[src/rtl/j1_io_bridge_if.sv]
// Bus bundle between the J1 CPU IO port, the bridge and its peripheral slots.
// master: the CPU/peripheral side that drives requests and slave responses.
// slave:  the bridge, which accepts CPU requests and drives the slot strobes.
interface j1_io_bridge_if #(
  parameter int NSLV = 4
);
  logic                   io_rd;
  logic                   io_wr;
  logic [15:0]            io_addr;
  logic [15:0]            io_dout;
  logic [15:0]            io_din;
  logic                   io_ack;
  logic                   io_busy;
  logic [NSLV-1:0]        slv_cs;
  logic                   slv_rd;
  logic                   slv_wr;
  logic [3:0]             slv_addr;
  logic [15:0]            slv_wdata;
  logic [16*NSLV-1:0]     slv_rdata;
  logic [NSLV-1:0]        slv_ack;

  modport master (
    output io_rd, io_wr, io_addr, io_dout, slv_rdata, slv_ack,
    input  io_din, io_ack, io_busy, slv_cs, slv_rd, slv_wr, slv_addr, slv_wdata
  );

  modport slave (
    input  io_rd, io_wr, io_addr, io_dout, slv_rdata, slv_ack,
    output io_din, io_ack, io_busy, slv_cs, slv_rd, slv_wr, slv_addr, slv_wdata
  );
endinterface

[src/rtl/j1_io_bridge.sv]
// J1 IO bridge: decodes CPU IO accesses onto NSLV peripheral slots, one page
// (256 addresses) per slot starting at PAGE_BASE, with a per-access ack
// timeout and a bridge-internal status page at STAT_PAGE.
// Optional feature: define J1_IO_BRIDGE_STATS_EN to add a saturating
// completed-access counter readable at status offset 2.
//
// state | meaning
// IDLE  | waiting for a CPU request; the only state that accepts one
// XFER  | slot selected, waiting for its ack or the timeout
// RESP  | one-cycle completion: io_ack high, io_din valid
//
// Status page: offset 0 = {13'b0, OVR, UNMAP, TMO} (write 1 to clear),
// offset 1 = address of the last unmapped or timed-out access,
// offset 2 = access counter (zero when the counter is not built).
// Writes to the status page complete with io_din = DFLT_DATA, like any write.
module j1_io_bridge #(
  parameter int          NSLV      = 4,
  parameter logic [7:0]  PAGE_BASE = 8'h67,
  parameter logic [7:0]  STAT_PAGE = 8'hFF,
  parameter int          TMO_CYC   = 15,
  parameter logic [15:0] DFLT_DATA = 16'h0666
) (
  input  logic           sys_clk_i,
  input  logic           sys_rst_i,
  j1_io_bridge_if.slave  bus
);

  typedef enum logic [1:0] {IDLE, XFER, RESP} state_t;

  localparam logic [8:0] BASE_EXT  = {1'b0, PAGE_BASE};
  localparam logic [8:0] LIMIT_EXT = BASE_EXT + 9'(NSLV);
  localparam logic [7:0] TMO_LAST  = 8'(TMO_CYC);

  localparam int FLG_TMO   = 0;
  localparam int FLG_UNMAP = 1;
  localparam int FLG_OVR   = 2;

  state_t          state_q, state_d;
  logic [NSLV-1:0] cs_q, cs_d;
  logic            rd_q, rd_d;
  logic            wr_q, wr_d;
  logic            ack_q, ack_d;
  logic [15:0]     din_q, din_d;
  logic [15:0]     addr_q, addr_d;
  logic [15:0]     wdata_q, wdata_d;
  logic [2:0]      idx_q, idx_d;
  logic            wr_op_q, wr_op_d;
  logic [7:0]      cnt_q, cnt_d;
  logic [2:0]      flags_q, flags_d;
  logic [2:0]      flag_set, flag_clr;
  logic [15:0]     err_q, err_d;
  logic [15:0]     stats_q;
`ifdef J1_IO_BRIDGE_STATS_EN
  logic            stats_clr;
`endif

  logic            req;
  logic            is_stat;
  logic            in_range;
  logic [2:0]      idx_dec;
  logic [NSLV-1:0] cs_dec;
  logic            ack_sel;
  logic [15:0]     rdata_sel;
  logic [15:0]     stat_rdata;

  // Request decode: page classification, slot index and one-hot select.
  always_comb begin
    req      = bus.io_rd | bus.io_wr;
    is_stat  = (bus.io_addr[15:8] == STAT_PAGE);
    in_range = ({1'b0, bus.io_addr[15:8]} >= BASE_EXT) &&
               ({1'b0, bus.io_addr[15:8]} <  LIMIT_EXT);
    // Slot offset fits in 3 bits, so only the low page bits matter.
    idx_dec  = bus.io_addr[10:8] - PAGE_BASE[2:0];
    cs_dec   = '0;
    for (int i = 0; i < NSLV; i++) begin
      cs_dec[i] = (idx_dec == 3'(i));
    end
  end

  // Ack and read data of the slot latched for the current transaction.
  always_comb begin
    ack_sel   = 1'b0;
    rdata_sel = 16'h0000;
    for (int i = 0; i < NSLV; i++) begin
      if (idx_q == 3'(i)) begin
        ack_sel   = bus.slv_ack[i];
        rdata_sel = bus.slv_rdata[16*i +: 16];
      end
    end
  end

  // Status page read mux, offset is the full low address byte.
  always_comb begin
    case (bus.io_addr[7:0])
      8'h00:   stat_rdata = {13'b0, flags_q};
      8'h01:   stat_rdata = err_q;
      8'h02:   stat_rdata = stats_q;
      default: stat_rdata = 16'h0000;
    endcase
  end

  // Next-state and next-output logic for the transaction FSM.
  always_comb begin
    state_d  = state_q;
    cs_d     = cs_q;
    rd_d     = 1'b0;
    wr_d     = 1'b0;
    ack_d    = 1'b0;
    din_d    = din_q;
    addr_d   = addr_q;
    wdata_d  = wdata_q;
    idx_d    = idx_q;
    wr_op_d  = wr_op_q;
    cnt_d    = cnt_q;
    err_d    = err_q;
    flag_set = 3'b000;
    flag_clr = 3'b000;
`ifdef J1_IO_BRIDGE_STATS_EN
    stats_clr = 1'b0;
`endif

    case (state_q)
      IDLE: begin
        if (req) begin
          addr_d  = bus.io_addr;
          wdata_d = bus.io_dout;
          idx_d   = idx_dec;
          wr_op_d = bus.io_wr;
          if (is_stat) begin
            state_d = RESP;
            ack_d   = 1'b1;
            if (bus.io_wr) begin
              din_d = DFLT_DATA;
              if (bus.io_addr[7:0] == 8'h00) begin
                flag_clr = bus.io_dout[2:0];
              end
`ifdef J1_IO_BRIDGE_STATS_EN
              if (bus.io_addr[7:0] == 8'h02) begin
                stats_clr = 1'b1;
              end
`endif
            end else begin
              din_d = stat_rdata;
            end
          end else if (in_range) begin
            state_d = XFER;
            cs_d    = cs_dec;
            wr_d    = bus.io_wr;
            rd_d    = bus.io_rd & ~bus.io_wr;
            cnt_d   = 8'd1;
          end else begin
            state_d            = RESP;
            ack_d              = 1'b1;
            din_d              = DFLT_DATA;
            flag_set[FLG_UNMAP] = 1'b1;
            err_d              = bus.io_addr;
          end
        end
      end

      XFER: begin
        if (req) begin
          flag_set[FLG_OVR] = 1'b1;
        end
        if (ack_sel) begin
          state_d = RESP;
          ack_d   = 1'b1;
          cs_d    = '0;
          cnt_d   = 8'd0;
          din_d   = wr_op_q ? DFLT_DATA : rdata_sel;
        end else if (cnt_q == TMO_LAST) begin
          state_d           = RESP;
          ack_d             = 1'b1;
          cs_d              = '0;
          cnt_d             = 8'd0;
          din_d             = DFLT_DATA;
          flag_set[FLG_TMO] = 1'b1;
          err_d             = addr_q;
        end else begin
          cnt_d = cnt_q + 8'd1;
        end
      end

      RESP: begin
        if (req) begin
          flag_set[FLG_OVR] = 1'b1;
        end
        state_d = IDLE;
      end

      default: begin
        state_d = IDLE;
        cs_d    = '0;
      end
    endcase

    // A hardware set in the same cycle as a W1C clear keeps the flag set.
    flags_d = (flags_q & ~flag_clr) | flag_set;
  end

  // State register and registered outputs.
  always_ff @(posedge sys_clk_i) begin
    if (sys_rst_i) begin
      state_q <= IDLE;
      cs_q    <= '0;
      rd_q    <= 1'b0;
      wr_q    <= 1'b0;
      ack_q   <= 1'b0;
      din_q   <= 16'h0000;
      addr_q  <= 16'h0000;
      wdata_q <= 16'h0000;
      idx_q   <= 3'd0;
      wr_op_q <= 1'b0;
      cnt_q   <= 8'd0;
      flags_q <= 3'b000;
      err_q   <= 16'h0000;
    end else begin
      state_q <= state_d;
      cs_q    <= cs_d;
      rd_q    <= rd_d;
      wr_q    <= wr_d;
      ack_q   <= ack_d;
      din_q   <= din_d;
      addr_q  <= addr_d;
      wdata_q <= wdata_d;
      idx_q   <= idx_d;
      wr_op_q <= wr_op_d;
      cnt_q   <= cnt_d;
      flags_q <= flags_d;
      err_q   <= err_d;
    end
  end

`ifdef J1_IO_BRIDGE_STATS_EN
  // Saturating count of completion cycles; a write to offset 2 restarts it.
  always_ff @(posedge sys_clk_i) begin
    if (sys_rst_i) begin
      stats_q <= 16'h0000;
    end else if (stats_clr) begin
      stats_q <= 16'h0000;
    end else if ((state_q == RESP) && (stats_q != 16'hFFFF)) begin
      stats_q <= stats_q + 16'd1;
    end
  end
`else
  assign stats_q = 16'h0000;
`endif

  assign bus.io_din    = din_q;
  assign bus.io_ack    = ack_q;
  assign bus.io_busy   = (state_q != IDLE);
  assign bus.slv_cs    = cs_q;
  assign bus.slv_rd    = rd_q;
  assign bus.slv_wr    = wr_q;
  assign bus.slv_addr  = addr_q[3:0];
  assign bus.slv_wdata = wdata_q;

endmodule

[src/flat_wrapper.sv]
// flat-port wrapper written by rule: the top's interface ports become plain ports
module j1_io_bridge_flat 
#(
  parameter int          NSLV      = 4,
  parameter logic [7:0]  PAGE_BASE = 8'h67,
  parameter logic [7:0]  STAT_PAGE = 8'hFF,
  parameter int          TMO_CYC   = 15,
  parameter logic [15:0] DFLT_DATA = 16'h0666
)
  (sys_clk_i, sys_rst_i, bus_io_rd, bus_io_wr, bus_io_addr, bus_io_dout, bus_slv_rdata, bus_slv_ack, bus_io_din, bus_io_ack, bus_io_busy, bus_slv_cs, bus_slv_rd, bus_slv_wr, bus_slv_addr, bus_slv_wdata);
  j1_io_bridge_if #(.NSLV(NSLV)) bus_i ();
  input  logic sys_clk_i;
  input  logic sys_rst_i;
  input wire logic [$bits(bus_i.io_rd)-1:0] bus_io_rd;
  input wire logic [$bits(bus_i.io_wr)-1:0] bus_io_wr;
  input wire logic [$bits(bus_i.io_addr)-1:0] bus_io_addr;
  input wire logic [$bits(bus_i.io_dout)-1:0] bus_io_dout;
  input wire logic [$bits(bus_i.slv_rdata)-1:0] bus_slv_rdata;
  input wire logic [$bits(bus_i.slv_ack)-1:0] bus_slv_ack;
  output wire logic [$bits(bus_i.io_din)-1:0] bus_io_din;
  output wire logic [$bits(bus_i.io_ack)-1:0] bus_io_ack;
  output wire logic [$bits(bus_i.io_busy)-1:0] bus_io_busy;
  output wire logic [$bits(bus_i.slv_cs)-1:0] bus_slv_cs;
  output wire logic [$bits(bus_i.slv_rd)-1:0] bus_slv_rd;
  output wire logic [$bits(bus_i.slv_wr)-1:0] bus_slv_wr;
  output wire logic [$bits(bus_i.slv_addr)-1:0] bus_slv_addr;
  output wire logic [$bits(bus_i.slv_wdata)-1:0] bus_slv_wdata;
  assign bus_i.io_rd = bus_io_rd;
  assign bus_i.io_wr = bus_io_wr;
  assign bus_i.io_addr = bus_io_addr;
  assign bus_i.io_dout = bus_io_dout;
  assign bus_i.slv_rdata = bus_slv_rdata;
  assign bus_i.slv_ack = bus_slv_ack;
  assign bus_io_din = bus_i.io_din;
  assign bus_io_ack = bus_i.io_ack;
  assign bus_io_busy = bus_i.io_busy;
  assign bus_slv_cs = bus_i.slv_cs;
  assign bus_slv_rd = bus_i.slv_rd;
  assign bus_slv_wr = bus_i.slv_wr;
  assign bus_slv_addr = bus_i.slv_addr;
  assign bus_slv_wdata = bus_i.slv_wdata;
  j1_io_bridge #(.NSLV(NSLV), .PAGE_BASE(PAGE_BASE), .STAT_PAGE(STAT_PAGE), .TMO_CYC(TMO_CYC), .DFLT_DATA(DFLT_DATA)) u_core (.sys_clk_i(sys_clk_i), .sys_rst_i(sys_rst_i), .bus(bus_i));
endmodule
[config.mk]
export PLATFORM = sky130hd
export DESIGN_NAME = j1_io_bridge_flat
export DESIGN_NICKNAME = d
export VERILOG_FILES = /design/src/rtl/j1_io_bridge_if.sv /design/src/rtl/j1_io_bridge.sv /design/src/flat_wrapper.sv
export SDC_FILE = /design/constraint.sdc
export NUM_CORES = 1
export LEC_CHECK = 0
export BUFFER_PORTS_ARGS = -buffer_cell sky130_fd_sc_hd__buf_4
export CORE_UTILIZATION = 48
export CTS_BUF_LIST = sky130_fd_sc_hd__clkbuf_16
export CTS_CLUSTER_SIZE = 25
export DETAILED_ROUTE_END_ITERATION = 7
export PLACE_DENSITY = 0.8
export SYNTH_ARGS = -nofsm -noshare
export SYNTH_HDL_FRONTEND = slang
export SYNTH_SLANG_ARGS = --single-unit
[constraint.sdc]
create_clock -name sys_clk_i -period 2.4 [get_ports sys_clk_i]
set_input_delay 0.12 -clock sys_clk_i [delete_from_list [all_inputs] [get_ports sys_clk_i]]
set_output_delay 0.12 -clock sys_clk_i [all_outputs]
set_load 0.01 [all_outputs]
# == After elaboration in Yosys (flattened, before gate mapping) ==
# Index checks and enable logic that the tools add are counted.
# word_totals
regBits,88
mem_count,0
latchBits,0
ramBits,0
output_inout_bits,44
mem_bits_ro,0
input_bits,104
elab_cells,120
# op_classes
n_eq_ne,19
magnitude_cmp,2
muxes,59
add_sub_neg,2
shifts,0
reduce_logical,15
n_div,0
multipliers,0
n_bitwise,10
# op_table
operator,count
$mux 16,16
$pmux 16 s2,3
$mux 8,5
$mux 4,5
$mux 1,16
$pmux 8 s2,1
$mux 3,5
$eq 3x2->1 const B,4
$pmux 4 s3,1
$mux 2,5
$add 8x1->8 const B,1
$eq 8x1->1 const B,1
$eq 8x4->1 const B,1
$eq 8x8->1 const B,1
$ge 8x7->1 const B,1
$logic_not 8->1,1
$lt 8x7->1 const B,1
$reduce_and 4->1,2
$eq 3x1->1 const B,2
$logic_not 3->1,2
$ne 2x1->1 const B,3
$ne 2x2->1 const B,3
$reduce_and 6->1,1
$not 1->1,5
other kinds (19),21

# == Depth between registers and ports, before layout ==
# logic_depth
ltp_word,9
depth_mapped,10
ltp_nobuf,7

# == Least setup slack after synthesis ==
# No wires, ideal clock.
# synth_path
path_type,reg2reg
startpoint,register u_core.cnt_q[7]
endpoint,register u_core.err_q[0]
setup_slack_ps,407
path_stages_with_launch,8
n_path_buf,2
required_ps,2262
period_less_slack_ps,1993
setup_time_ps,138
t_arrival_ps,1856
cell_sequence,dfxtp_1 > or4_1 > or2_2 > or2_2 > buf_6 > buf_6 > o22ai_1 > a211oi_1
# synth_between
elab_chain_len,3
# synth_lines
item,line,rtl
from (decl),j1_io_bridge.sv:48,"logic [7:0] cnt_q, cnt_d;"
from (signal assigned),j1_io_bridge.sv:228,cnt_q <= cnt_d;
$eq 8x4->1,j1_io_bridge.sv:171,end else if (cnt_q == TMO_LAST) begin
$ne 2x1->1 (no line),-,
$reduce_and 6->1 (no line),-,
to (signal assigned),j1_io_bridge.sv:230,err_q <= err_d;
to (decl),j1_io_bridge.sv:51,"logic [15:0] err_q, err_d;"
# Every way passes these cells.
# A chain may end at the register's enable or synchronous reset.

# == Worst setup path after layout ==
# layout_path
startpoint,register u_core.state_q[1]
endpoint,register u_core.cnt_q[4]
# layout_between
elab_chain_len,3
elab_cells_between_ends,8
cone_classes,4 x eq/ne; 1 x mux; 3 x reduce/logical
# layout_lines
item,line,rtl
from (decl),j1_io_bridge.sv:38,"state_t state_q, state_d;"
from (signal assigned),j1_io_bridge.sv:218,state_q <= state_d;
$logic_not 2->1 / $eq 2x1->1 (equally long branches),j1_io_bridge.sv:122,case (state_q)
"$ne 2x2->1 (no line), or another cell as far along",-,
$reduce_and 4->1 (no line),-,
# Parallel ways exist; a longest one is shown, timed or not.

==> impl_results.md <==
- Buffers on Ports: 147
- Hold Buf Count CTS: 0
- Mapped Nets: 643
- Critical setup path kind: reg -> reg
- Setup TNS: 0 ns
- Synth warn: 0
- Initial Util: 49.79%
- Vias: 4411
- Worst Path Arrival: 2.36 ns
- Max VDD drop: 0.4096 mV
- Final Hold Violating Endpoints: 0
- Final setup fails: 0
- Die Area: 9475 um2
- Final WS setup: 0.2591 ns
- DR pass1 iterations: 5
- Antenna cells: 0
- Footprint of the multi-input gates: 2361 um2
- H-tree depth: 3
- Fmax: 467.1 MHz
- Largest net degree at the start of global routing: 63
- Post-synth EDFFs: 0
- Root Buffer: clkbuf_16
- Most used flip-flop cell after synthesis: dfxtp_1
- WHS: 0.02773 ns
- Wl on met1: 5517 um
- Residual DRC count: 0
- Final Cycle Share: 89.20%
- CTS Buf Count: 9
- Highest routed layer: met4
- Flops & latches, synth: 88
- Most frequent cells in the layout: buf_4 (160), nand2_1 (89), dfxtp_1 (88)
- Synth async-reset ratio: 0%
- CP Launch Type: flip-flop
- DP Wirelength: 9394 um
- Post-route insts no fill: 769
- Sequential cell area: 1762 um2
- Pre-CTS WS: 0.2555 ns
- Fillcell total: 749
- DIE WIDTH: 97.34 um
- Leak: 2.399 nW
- CP Max Fanout: 10
- Worst Hold Class: in -> reg
- Met3 routed wirelength: 993 um
- Crit end category: flip-flop
- Die Ht: 97.34 um
- Metal2 WL: 6284 um
- Post-CTS setup buffers: 0
- DR WL/cell: 16.84 um
- Vias in the first global route: 4220
- Mean number of vias per cell: 5.736
- Resize count post-CTS: 0
- CTS max path bufs: 2
- Share of cells above drive strength 1: 28.74%
- Drt first-iter violations: 308
- Grt ovf: 0
- Syn-to-layout area delta: 33.09%
- Clock-pin slew on the worst setup and hold paths: 0.07 ns
- Fin. max-slew vios: 0
- Status: finished clean
- Post-route cell area: 5807 um2
- Post-DRT Antenna Nets: 0
- WP data required: 2.62 ns
- Cells after synthesis: 530
- CTS tree: done
- GRT Total Usage: 27.15%
- Rel. slew slack: 58.02%
- Tmin final: 2.141 ns
- Worst-Margin Slew: 0.6297 ns
- Post-synthesis sequential area ratio: 40.38%
- Most common cell after layout, fill and taps aside: buf_4
- Worst-Skew Late Latency: 0.34 ns
- Ports: 148
- PD cells: 657.4 nW/um2
- CORE AREA: 8763 um2
- Post-placement cell count: 754
- Post-layout nets: 770
- Max-cap violations: 0
- Synth Area per Inst: 8.232 um2
- Initial antenna violation count: 0
- Global-route wire length before repair: 20890 um
- RSZ-0062 raised after global routing: no
- CTS sink cnt: 88
- GP Congestion: 0.9097
- DRT Wirelength: 12950 um
- Placement Cell Area: 5513 um2
- Cell variety after synth: 51
- # rows: 34
- Mapped Area: 4363 um2
- Clock skew: 0.01079 ns
-- cells in the mapped netlist (10+ instances only) --
| cell type | number | area share [%] |
|---|---|---|
| nand3_1 | 14 | 1.6 |
| clkbuf_1 | 24 | 2.1 |
| mux2i_1 | 23 | 5.3 |
| a211oi_1 | 17 | 2.9 |
| nor2_1 | 34 | 2.9 |
| nand2b_1 | 14 | 2.0 |
| dfxtp_1 | 88 | 40 |
| nand2_1 | 89 | 7.7 |
| o22ai_1 | 21 | 3.0 |
| a311oi_1 | 10 | 2.0 |
| a21oi_1 | 60 | 6.9 |
| o21ai_0 | 23 | 2.6 |
-- layer usage --
layer	up-vias	global-route usage [%]
met5	-	0
met4	0	8.032
met3	14	5.971
met2	190	44.80
met1	2042	35.63
li1	2165	-
-- cell type report --
type	count	area share (%)
Multi-Input combinational cell	388	40.66
Sequential cell	88	30.34
Timing Repair Buffer	161	21.03
Clock buffer	9	3.878
Tap cell	108	2.327
Clock inverter	6	1.185
Inverter	9	0.5818
-- power by group --
part	switching [mW]	internal [mW]	leakage, nW
registers	0.0737	1.57	0.725
logic	0.401	0.367	1.53
clock network	0.594	0.808	0.142
-- cell families after synthesis --
logic type      after synthesis  share of synthesized area [%]
xor+xnor                      6                          1.204
mux                          26                          6.825
buf+inv                      54                          5.649
fa+ha+maj                     9                          2.581
compound gates              167                          24.61
flops                        88                          40.38
simple gates                180                          18.76
-- worst paths after layout --
check	startpoint	to	slack [ns]	cells after the start
max	u_core.state_q[1]$_SDFFE_PP0P_	u_core.cnt_q[4]$_SDFFE_PP0P_	0.26	8
min	bus_io_dout[7]	u_core.bus.slv_wdata[7]$_SDFFE_PP0P_	0.03	3
max reg2reg	u_core.state_q[1]$_SDFFE_PP0P_	u_core.cnt_q[4]$_SDFFE_PP0P_	0.26	8
min reg2reg	u_core.bus.slv_wdata[9]$_SDFFE_PP0P_	u_core.bus.slv_wdata[9]$_SDFFE_PP0P_	0.46	2
-- critical path, cell delays in order, from the launching register on --
cell and delay, ns:
dfxtp_1 0.31, inv_1 0.10, ha_1 0.39, o21ai_2 0.24, a211oi_1 0.33, buf_4 0.21, nor2_1 0.08, o21bai_2 0.26
nor2_1 0.10
-- flip-flops by register name, indices dropped and copies added (netlist names) --
| register | count |
|---|---|
| u_core.bus.slv_wdata | 16 |
| u_core.state_q | 2 |
| u_core.bus.io_din | 16 |
| u_core.bus.slv_cs | 4 |
| u_core.flags_q | 3 |
| u_core.cnt_q | 8 |
| u_core.bus.slv_wr | 1 |
| u_core.addr_q | 16 |
| u_core.bus.io_ack | 1 |
| u_core.bus.slv_rd | 1 |
| u_core.err_q | 16 |
| u_core.wr_op_q | 1 |
| u_core.idx_q | 3 |
-- stage by stage --
stage	total power, mW	util [%]
finish	3.817	66.26
global route	3.981	66.26
CTS	3.830	66.26
detailed placement	2.438	62.91
global placement	2.418	62.91
floorplan	2.083	-
Note: power is estimated with default switching activity, not from simulation.
